==> config.mk <==
export PLATFORM = sky130hd
export DESIGN_NAME = fetch_unit
export DESIGN_NICKNAME = d
export VERILOG_FILES = /design/src/rtl/fetch_unit.sv
export SDC_FILE = /design/constraint.sdc
export NUM_CORES = 1
export LEC_CHECK = 0
export CORE_MARGIN = 5
export CORE_UTILIZATION = 44
export DETAILED_ROUTE_END_ITERATION = 10
export PLACE_DENSITY = 0.63
export SKIP_LAST_GASP = 1
export SYNTH_ARGS = -nofsm -noshare
export SYNTH_HDL_FRONTEND = slang
export SYNTH_SLANG_ARGS = --single-unit
==> constraint.sdc <==
create_clock -name clk -period 9.5 [get_ports clk]
set_clock_uncertainty 0.05 [all_clocks]
set_input_delay 1.9 -clock clk [delete_from_list [all_inputs] [get_ports clk]]
set_output_delay 1.9 -clock clk [all_outputs]
set_load 0.02 [all_outputs]
==> src/rtl/fetch_unit.sv <==
// fetch_unit: PC-owning instruction fetch front end with in-order response FIFO; `FETCH_BYPASS_EN adds a response-to-decode bypass
module fetch_unit #(
  parameter int XLEN = 32,
  parameter int DEPTH = 4,
  parameter logic [XLEN-1:0] RESET_PC = '0
) (
  input  logic            clk,
  input  logic            rst,
  output logic            imem_req_valid,
  input  logic            imem_req_ready,
  output logic [XLEN-1:0] imem_req_addr,
  input  logic            imem_rsp_valid,
  input  logic [31:0]     imem_rsp_data,
  input  logic            redirect_valid,
  input  logic [XLEN-1:0] redirect_pc,
  output logic            instr_valid,
  input  logic            instr_ready,
  output logic [31:0]     instr_data,
  output logic [XLEN-1:0] instr_pc
);
  localparam int AW = $clog2(DEPTH);
  localparam int CW = AW + 1;
  logic [XLEN-1:0] fetch_pc, rsp_pc;
  logic [CW-1:0] in_flight, stale, count;
  logic [AW-1:0] rd_ptr, wr_ptr;
  logic [XLEN-1:0] pc_mem [DEPTH];
  logic [31:0] data_mem [DEPTH];
  logic req_fire, rsp_take, drop, bypass, push, pop;
  assign imem_req_valid = !rst && ({1'b0, count} + {1'b0, in_flight} < (CW+1)'(DEPTH));
  assign imem_req_addr = fetch_pc;
  assign req_fire = imem_req_valid && imem_req_ready;
  // responses with nothing outstanding are ignored, so stray data after reset is harmless
  assign rsp_take = imem_rsp_valid && in_flight != '0;
  assign drop = rsp_take && stale != '0;
`ifdef FETCH_BYPASS_EN
  assign bypass = count == '0 && stale == '0 && rsp_take && !redirect_valid;
`else
  assign bypass = 1'b0;
`endif
  assign instr_valid = count != '0 || bypass;
  assign instr_data = bypass ? imem_rsp_data : data_mem[rd_ptr];
  assign instr_pc = bypass ? rsp_pc : pc_mem[rd_ptr];
  assign pop = count != '0 && instr_ready;
  assign push = rsp_take && !drop && !(bypass && instr_ready);
  always_ff @(posedge clk) begin
    if (rst) begin
      fetch_pc <= RESET_PC & ~XLEN'(3);
      rsp_pc <= RESET_PC & ~XLEN'(3);
      in_flight <= '0;
      stale <= '0;
      count <= '0;
      rd_ptr <= '0;
      wr_ptr <= '0;
    end else begin
      in_flight <= in_flight + CW'(req_fire) - CW'(rsp_take);
      if (redirect_valid) begin
        fetch_pc <= {redirect_pc[XLEN-1:2], 2'b00};
        rsp_pc <= {redirect_pc[XLEN-1:2], 2'b00};
        stale <= in_flight + CW'(req_fire) - CW'(rsp_take);
        count <= '0;
        rd_ptr <= '0;
        wr_ptr <= '0;
      end else begin
        if (req_fire) fetch_pc <= fetch_pc + XLEN'(4);
        if (rsp_take && !drop) rsp_pc <= rsp_pc + XLEN'(4);
        stale <= stale - CW'(drop);
        count <= count + CW'(push) - CW'(pop);
        if (push) wr_ptr <= wr_ptr + 1'b1;
        if (pop) rd_ptr <= rd_ptr + 1'b1;
      end
    end
  end
  always_ff @(posedge clk) begin
    if (push) begin
      pc_mem[wr_ptr] <= rsp_pc;
      data_mem[wr_ptr] <= imem_rsp_data;
    end
  end
endmodule
==> metrics, run 1 <==
Slew HR=0.244; Power Dens Cells=around 230 nW/µm²; minimum clock period after layout=6.11 ns; Post-Route Utilization=0.557; First-pass DRT Iterations=4; unrepaired setup endpoints after global routing=no; DP Wirelength=19200 µm; Core Box Area=29800 µm²; Worst R2R Path Depth=12; DRC Markers=0; most common cell in the netlist=edfxtp_1; P_sw=913 µW; cell area after synthesis=13400 µm²; Routed WL=30200 µm; met1 global-route usage=0.257; Tcrit/Tclk final=0.643; first-pass GRT wire length=47600 µm; GRT met2 Usage=0.285; Tot GR Track Use=0.178; vias in the first global route=around 8.3k; Peak VDD IR=approximately 0.11 mV; most used cell, CP=clkdlybuf4s50_1; number of distinct library cells after synthesis=58; Power Total=3.76 mW; FMAX=164 MHz; Resize count post-CTS=0; worst path required time=7.55 ns; path type of the worst setup path=in2out; # nets final=about 1.1k; Fillers=2411; commonest cells in the netlist=edfxtp_1, dfxtp_1, mux4_2; grt peak-use layer=met2; critical path peak fanout=14; Post-CTS Setup Inserts=0; Sw Share=0.243; remaining antenna violation count after routing=0; pin count of the biggest net entering global routing=63; initial drt markers=532; clk_lat worst skew=0.51 ns; dominant cell type by area after synthesis=edfxtp_1; Clk pwr share=0.391; status=finished clean; Cell Int Power=approximately 2.8 mW; I/O Buffers=around 160; crit end category=primary output; WL per Instance=between 20 and 25 µm; syn avg cell area=~16 µm²; number of clock sinks=323; Setup-failing EPs final=0; LEAKAGE=5.28 nW; Num CTS Buffers=35; P&R area growth vs syn=24.3%; CP peak stage delay=roughly 0.74 ns; sequential fraction of the synthesis area=0.670; Die Width=about 180 µm; die height=around 180 µm; Crit Reg-Reg Endpoint=stale[2]; I/O Pins=168; via count=8297; initial antenna violation count=0; Syn Inst Count=860; Diodes inserted=0; max-slew violation count=0; ys async rst share=0; CTS tree=built; DIE AREA=34000 µm²; Vias/cell=5.77; number of enable flip-flop cells after synthesis=248; Main synth FF type=edfxtp_1; Hold Path Class=reg2reg; crit path DAT=between 4 and 5 ns; layout cell share with drive strength beyond 1=0.143; worst hold endpoint=wr_ptr[1]; hold path cells=2; combinational share of power=0.157; Starting Density=0.448; GRT overflow=0; Worst-Margin Slew=roughly 1.1 ns; setup TNS=0 ns; H-tree levels=2; Clock Pin Slew Worst Setup and Hold Paths=0.06 ns; Crit-path slowest cell=clkdlybuf4s50_1; Seq cells post-synth=323; hold path start=wr_ptr[1]; Warnings, synthesis=0; Max Cap Viol=0; hold_buf cts=0; Area contributors post-synth=edfxtp_1, dfxtp_1, mux4_2; Startpoint Class=input pin; CTS Buffer Depth=3; R2R Path Start=count[2]; Reg2Reg Setup Slack=5.93 ns; gpl congestion=between 0.8 and 0.9; final setup margin=3.39 ns; pre-CTS WS=around 3.4 ns; post-synth top area share=0.557; Cell Rows=63; M3 GR Usage=0.0341; Fin. Hold Viols=0; Seq pwr share=0.453; CTS root buf=clkbuf_16; CP Cell Sequence=clkdlybuf4s50_1 -> or4_1 -> nor2_1 -> clkdlybuf4s50_1
==> critical path, delay by kind of cell <==
family | cells | cell delay (ns)
buf+inv | 2 | 1.38
simple gates | 2 | 0.88
==> metal layers <==
metal	up-vias	part of all wire	routed length, µm
met5	-	0	0
met4	0	0.014	416
met3	31	0.061	1840
met2	272	0.47	14100
met1	4167	0.46	13900
li1	3827	-	-
==> registers in the layout, summed over array words and instances (netlist names), named ones only <==
name	flops
count	3
data_mem	128
imem_req_addr	30
in_flight	3
pc_mem	120
rd_ptr	2
rsp_pc	30
stale	3
wr_ptr	2
==> per-stage QoR <==
| step | cell area [µm²] | instances | hold WS, ns |
|---|---|---|---|
| final | 16600 | 1437 | 0.455 |
| after global routing | 16600 | 1437 | 0.464 |
| after CTS | 16600 | 1437 | 0.454 |
| after detailed placement | 15300 | 1374 | 0.446 |
| after global placement | 15300 | 1374 | 0.436 |
| after floorplan | 13400 | 863 | 0.419 |
==> logic make-up (layout without fill, tap and decap cells) <==
logic type | after synthesis | after routing | share of synthesized area
XOR/XNOR | 16 | 16 | 0.0105
flip-flops | 323 | 323 | 0.670
AND/OR/NAND/NOR | 223 | 223 | 0.0940
buffers and inverters | 70 | 254 | 0.0214
AO/OA/AOI/OAI | 148 | 148 | 0.0828
adder cells (fa/ha/maj) | 16 | 16 | 0.0161
other | 1 | 4 | 0.000281
multiplexers | 63 | 63 | 0.105
==> worst max-delay path by stage <==
stage / startpoint / slack (ns) / cells after the start / to
2_1_floorplan: rst / 4.85 / 2 / imem_req_valid
3_3_place_gp: rst / 3.41 / 4 / imem_req_valid
3_5_place_dp: rst / 3.43 / 4 / imem_req_valid
4_1_cts: rst / 3.41 / 4 / imem_req_valid
5_1_grt: rst / 3.32 / 4 / imem_req_valid
6_report: rst / 3.39 / 4 / imem_req_valid
==> cells in the final DEF (no fill, tap or decap), types with 12 or more instances in the layout <==
cell type	count
o31a_1	27
clkdlybuf4s50_1	160
nor2_1	25
mux4_2	62
o21ai_0	17
a211oi_1	19
a31oi_1	12
nand3_1	21
dfxtp_1	73
nand2_1	37
o21a_1	21
nor4_1	33
ha_1	14
nand4_1	24
edfxtp_1	248
o31ai_1	13
clkbuf_16	37
inv_1	17
nor3_1	17
==> power groups by stage <==
stage / registers, mW / clock network, mW / logic (mW)
after floorplan: 1.72 / 0 / 0.342
after global placement: 1.73 / 0 / 0.592
after detailed placement: 1.73 / 0 / 0.597
after CTS: 1.70 / 1.50 / 0.600
after global routing: 1.71 / 1.57 / 0.638
final: 1.70 / 1.47 / 0.589
==> final cells by class <==
type / instances / area (µm²) / area share
multi-input combinational: 470 / 4140 / 0.249
tap: 390 / 488 / 0.0294
clock inverter: 18 / 303 / 0.0182
clock buffer: 45 / 966 / 0.0582
sequential: 323 / 8950 / 0.539
inverter: 20 / 75.1 / 0.00452
timing repair buffer: 171 / 1680 / 0.101
Power figures use the tool's default switching activity.
==> inputs of run 2 (changes only) <==
Settings changed: PLACE_DENSITY 0.63 to 0.65.
Clock period 9.5 ns to 5.2 ns, I/O delays scaled along.
==> run 2 against run 1 <==
  * Clock power grew 57%
  * Worst setup slack lost 2.1 ns
  * Flip-flop and latch count is the same
  * Worst hold slack lost 0.0088 ns
  * Sequential power grew 83%
  * Wire length shrank 0.58%
  * Via count grew 0.80%
  * First-iteration DRC count grew 2.3%
  * Final area shrank 0.78%
  * Critical path type is now reg2out
  * Largest power group unchanged
  * Highest routed layer unchanged
==> metrics, run 2 (same netlist as run 1, synthesis figures left out) <==
minimum clock period after layout=roughly 3.9 ns; CTS root buf=clkbuf_16 (unchanged); Cell Rows=63 (unchanged); Worst R2R Path Depth=13 (was 12); Tcrit/Tclk final=0.752; die height=184 µm (unchanged); clk_lat worst skew=0.50 ns (was 0.51 ns); Startpoint Class=flop (was input pin); initial drt markers=544 (was 532); Core Box Area=29800 µm² (unchanged); hold path start=wr_ptr[1] (unchanged); Num CTS Buffers=35 (unchanged); H-tree levels=2 (unchanged); DP Area=15400 µm² (was 15300 µm²); I/O Buffers=161 (unchanged); Routed WL=30000 µm (was 30200 µm); commonest non-fill, non-tap cells in the layout=edfxtp_1, clkdlybuf4s50_1, dfxtp_1 (unchanged); CTS tree=built (unchanged); Setup-failing EPs final=0 (unchanged); hold path cells=2 (unchanged); first-pass GRT wire length=47100 µm (was 47600 µm); Peak VDD IR=0.168 mV (was 0.109 mV); Largest Register=data_mem (unchanged); max-slew violation count=0 (unchanged); Worst-Margin Slew=1.14 ns (was 1.12 ns); CTS Buffer Depth=3 (unchanged); crit path DAT=2.82 ns (was 4.16 ns); register area=8950 µm² (unchanged); DIE AREA=34000 µm² (unchanged); critical path peak fanout=34 (was 14); pin count of the biggest net entering global routing=64 (was 63); worst path required time=4.11 ns (was 7.55 ns); # nets final=1111 (was 1107); DP Wirelength=19200 µm (about the same); hold_buf cts=0 (unchanged); path type of the worst setup path=reg2out (was in2out); Post-CTS Setup Inserts=0 (unchanged); Crit Reg-Reg Endpoint=stale[2] (unchanged); number of clock sinks=323 (unchanged); I/O Pins=168 (unchanged); gpl congestion=0.896 (was 0.868); number of flip-flops in the largest register=128 (unchanged); Starting Density=0.448 (unchanged); WL per Instance=20.8 µm (was 21.0 µm); Max Cap Viol=0 (unchanged); remaining antenna violation count after routing=0 (unchanged); First-pass DRT Iterations=5 (was 4); layout cell share with drive strength beyond 1=0.140 (was 0.143); Hold Path Class=reg2reg (unchanged); worst hold endpoint=wr_ptr[1] (unchanged); initial antenna violation count=0 (unchanged); Resize count post-CTS=0 (unchanged); Power Dens Cells=395 nW/µm² (was 226 nW/µm²); R2R Path Start=in_flight[2] (was count[2]); most common cell after layout, fill and taps aside=edfxtp_1 (unchanged); LEAKAGE=5.22 nW (was 5.28 nW); crit end category=primary output (unchanged); Post-Route Utilization=0.553 (was 0.557); DRC Markers=0 (unchanged); largest registers=data_mem x128, pc_mem x120 (unchanged); FMAX=about 260 MHz; Fillers=2418 (was 2411); Reg2Reg Setup Slack=2.04 ns (was 5.93 ns); Diodes inserted=0 (unchanged); status=finished clean (unchanged); Clock Pin Slew Worst Setup and Hold Paths=0.06 ns (about the same); Die Width=184 µm (unchanged); GRT overflow=0 (unchanged); via count=8363 (was 8297); Slew HR=0.235 (was 0.244); multi-input logic area=4140 µm² (unchanged); Vias/cell=5.81 (was 5.77); vias in the first global route=8348 (was 8321); P&R area growth vs syn=23.3% (was 24.3%); setup TNS=0 ns (unchanged); Final Cell Area=16500 µm² (was 16600 µm²); unrepaired setup endpoints after global routing=no (unchanged); Fin. Hold Viols=0 (unchanged); Tot GR Track Use=0.175 (was 0.178)
==> run 2: through the flow <==
stage / total power, mW / hold slack [ns] / instances / setup slack (ns)
floorplan: 3.77 / 0.419 / 863 / 1.78
global placement: 4.25 / 0.433 / 1378 / 1.31
detailed placement: 4.27 / 0.439 / 1378 / 1.29
CTS: 6.58 / 0.447 / 1440 / 1.15
global route: 6.80 / 0.474 / 1440 / 1.07
finish: 6.51 / 0.446 / 1440 / 1.29
==> run 2: worst max-delay path, stage by stage, from the launching register on <==
cell	delay, ns
dfxtp_4	0.84
buf_12	0.34
mux4_2	0.53
clkdlybuf4s50_1	0.59
==> run 2: report_power, final <==
part / leakage (nW) / switching, mW / internal (mW) / total (mW)
logic: 1.81 / 0.574 / 0.513 / 1.09
registers: 2.88 / 0.126 / 2.98 / 3.11
clock network: 0.530 / 0.949 / 1.36 / 2.31
total: 5.22 / 1.65 / 4.86 / 6.51
==> run 2: worst max-delay path by stage <==
stage                     endpoint  slack (ns)  depth (start not counted)
CTS                   instr_pc[13]        1.15                          3
detailed placement        stale[2]        1.29                         13
global route          instr_pc[14]        1.07                          3
finish                instr_pc[13]        1.29                          3
global placement    imem_req_valid        1.31                          4
floorplan                 stale[2]        1.78                         11
==> run 2: routing by layer <==
layer / track usage / share of wire / up-vias
met5: 0 / 0 / -
met4: 0.0429 / 0.020 / 0
met3: 0.0343 / 0.066 / 45
met2: 0.274 / 0.46 / 317
met1: 0.256 / 0.45 / 4183
li1: - / - / 3818
==> run 2: area by class of cell <==
class,instances,area share
multi-input cells,470,0.251
inverters,20,0.00456
repair buffers,175,0.106
clock buffers,47,0.0591
flip-flops and latches,323,0.543
clock inverters,15,0.00592
well taps,390,0.0296
==> inputs of run 3 (changes only) <==
Settings changed: PLACE_DENSITY 0.65 to 0.63.
Clock period 5.2 ns to 4.02 ns, I/O delays scaled along.
==> run 3 against run 2 <==
  * Global-route usage grew 0.40 points
  * Non-clock buffer count grew 10
  * Sequential power grew 29%
  * Critical path type unchanged
  * Largest power group unchanged
  * Core utilization grew 1.1 points
  * Critical path depth grew 1
==> metrics, run 3 (same netlist as run 1, synthesis figures left out) <==
I/O Buffers=161 (unchanged); largest registers=data_mem x128, pc_mem x120 (unchanged); # nets final=1122 (was 1111); Setup-failing EPs final=0 (unchanged); layout cell share with drive strength beyond 1=0.153 (was 0.140); vias in the first global route=8335 (was 8348); setup TNS=0 ns (unchanged); worst path required time=3.17 ns (was 4.11 ns); Clock Pin Slew Worst Setup and Hold Paths=0.06 ns (about the same); WL per Instance=21.2 µm (was 20.8 µm); crit path DAT=2.62 ns (was 2.82 ns); Slew HR=0.335 (was 0.235); via count=8369 (was 8363); Post-CTS Setup Inserts=0 (unchanged); pin count of the biggest net entering global routing=61 (was 64); First-pass DRT Iterations=5 (unchanged); Hold Path Class=reg2reg (unchanged); GRT overflow=0 (unchanged); most common cell after layout, fill and taps aside=edfxtp_1 (unchanged); Fin. Hold Viols=0 (unchanged); max-slew violation count=0 (unchanged); clk_lat worst skew=0.50 ns (about the same); die height=184 µm (unchanged); number of clock sinks=323 (unchanged); crit end category=primary output (unchanged); minimum clock period after layout=between 3 and 4 ns; Resize count post-CTS=0 (unchanged); Routed WL=30800 µm (was 30000 µm); Largest Register=data_mem (unchanged); Vias/cell=5.77 (was 5.81); first-pass GRT wire length=47600 µm (was 47100 µm); DRC Markers=0 (unchanged); commonest non-fill, non-tap cells in the layout=edfxtp_1, clkdlybuf4s50_1, dfxtp_1 (unchanged); Max Cap Viol=0 (unchanged); unrepaired setup endpoints after global routing=no (unchanged); CTS root buf=clkbuf_16 (unchanged); status=finished clean (unchanged); Die Width=184 µm (unchanged); H-tree levels=2 (unchanged); gpl congestion=0.906 (was 0.896); CTS Buffer Depth=3 (unchanged); Diodes inserted=0 (unchanged); Power Total=8.78 mW (was 6.51 mW); Startpoint Class=flop (unchanged); P&R area growth vs syn=25.9% (was 23.3%); path type of the worst setup path=reg2out (unchanged); Peak VDD IR=0.198 mV (was 0.168 mV); number of flip-flops in the largest register=128 (unchanged); LEAKAGE=5.36 nW (was 5.22 nW); Tot GR Track Use=0.179 (was 0.175); FMAX=~290 MHz; Starting Density=0.448 (unchanged); Cell Rows=63 (unchanged); Core Box Area=29800 µm² (unchanged); critical path peak fanout=5 (was 34); Num CTS Buffers=36 (was 35); DP Wirelength=20300 µm (was 19200 µm); hold_buf cts=0 (unchanged); Tcrit/Tclk final=0.865; DIE AREA=34000 µm² (unchanged); initial antenna violation count=0 (unchanged); remaining antenna violation count after routing=0 (unchanged); CTS tree=built (unchanged); I/O Pins=168 (unchanged); Worst-Margin Slew=0.997 ns (was 1.14 ns); initial drt markers=545 (was 544); Power Dens Cells=522 nW/µm² (was 395 nW/µm²); Fillers=2384 (was 2418)
==> run 3: path summary, 6_finish.rpt <==
| check | depth (start not counted) | startpoint | slack, ns | to |
|---|---|---|---|---|
| worst max-delay path | 4 | count[2] | 0.54 | imem_req_valid |
| worst min-delay path | 2 | wr_ptr[1] | 0.45 | wr_ptr[1] |
| worst max register to register | 11 | in_flight[1] | 0.98 | stale[2] |
| worst min register to register | 2 | wr_ptr[1] | 0.45 | wr_ptr[1] |
==> run 3: cell type report <==
| class | instances | area (µm²) | share of cell area |
|---|---|---|---|
| clock buffer | 45 | 996 | 0.0592 |
| multi-input combinational | 470 | 4140 | 0.246 |
| clock inverter | 17 | 215 | 0.0128 |
| timing repair buffer | 185 | 1950 | 0.116 |
| inverter | 20 | 75.1 | 0.00446 |
| tap | 390 | 488 | 0.0290 |
| sequential | 323 | 8950 | 0.532 |
==> run 3: worst max-delay path, stage by stage, from the launching register on <==
cell and delay, ns:
dfxtp_1 0.41, ha_1 0.27, or4_1 0.64, nor2_1 0.17, clkdlybuf4s50_1 0.63
==> run 3: per-stage QoR <==
step | hold slack [ns] | std cells | worst slack (ns) | utilization | instance area [µm²]
floorplan | 0.419 | 863 | 0.834 | - | 13400
global placement | 0.436 | 1388 | 0.577 | 0.524 | 15600
detailed placement | 0.445 | 1388 | 0.557 | 0.524 | 15600
CTS | 0.454 | 1450 | 0.480 | 0.565 | 16800
global route | 0.485 | 1450 | 0.398 | 0.565 | 16800
finish | 0.452 | 1450 | 0.541 | 0.565 | 16800
==> run 3: metal layers <==
metal | up-vias | global-route usage | share of wire
li1 | 3856 | - | -
met1 | 4140 | 0.253 | 0.44
met2 | 315 | 0.285 | 0.46
met3 | 58 | 0.0387 | 0.075
met4 | 0 | 0.0479 | 0.022
met5 | - | 0 | 0
==> run 3: power by group <==
part / internal [mW] / switching [mW]
Combinational: 0.691 / 0.760
Clock: 2.07 / 1.24
Sequential: 3.86 / 0.160
Total: 6.62 / 2.16
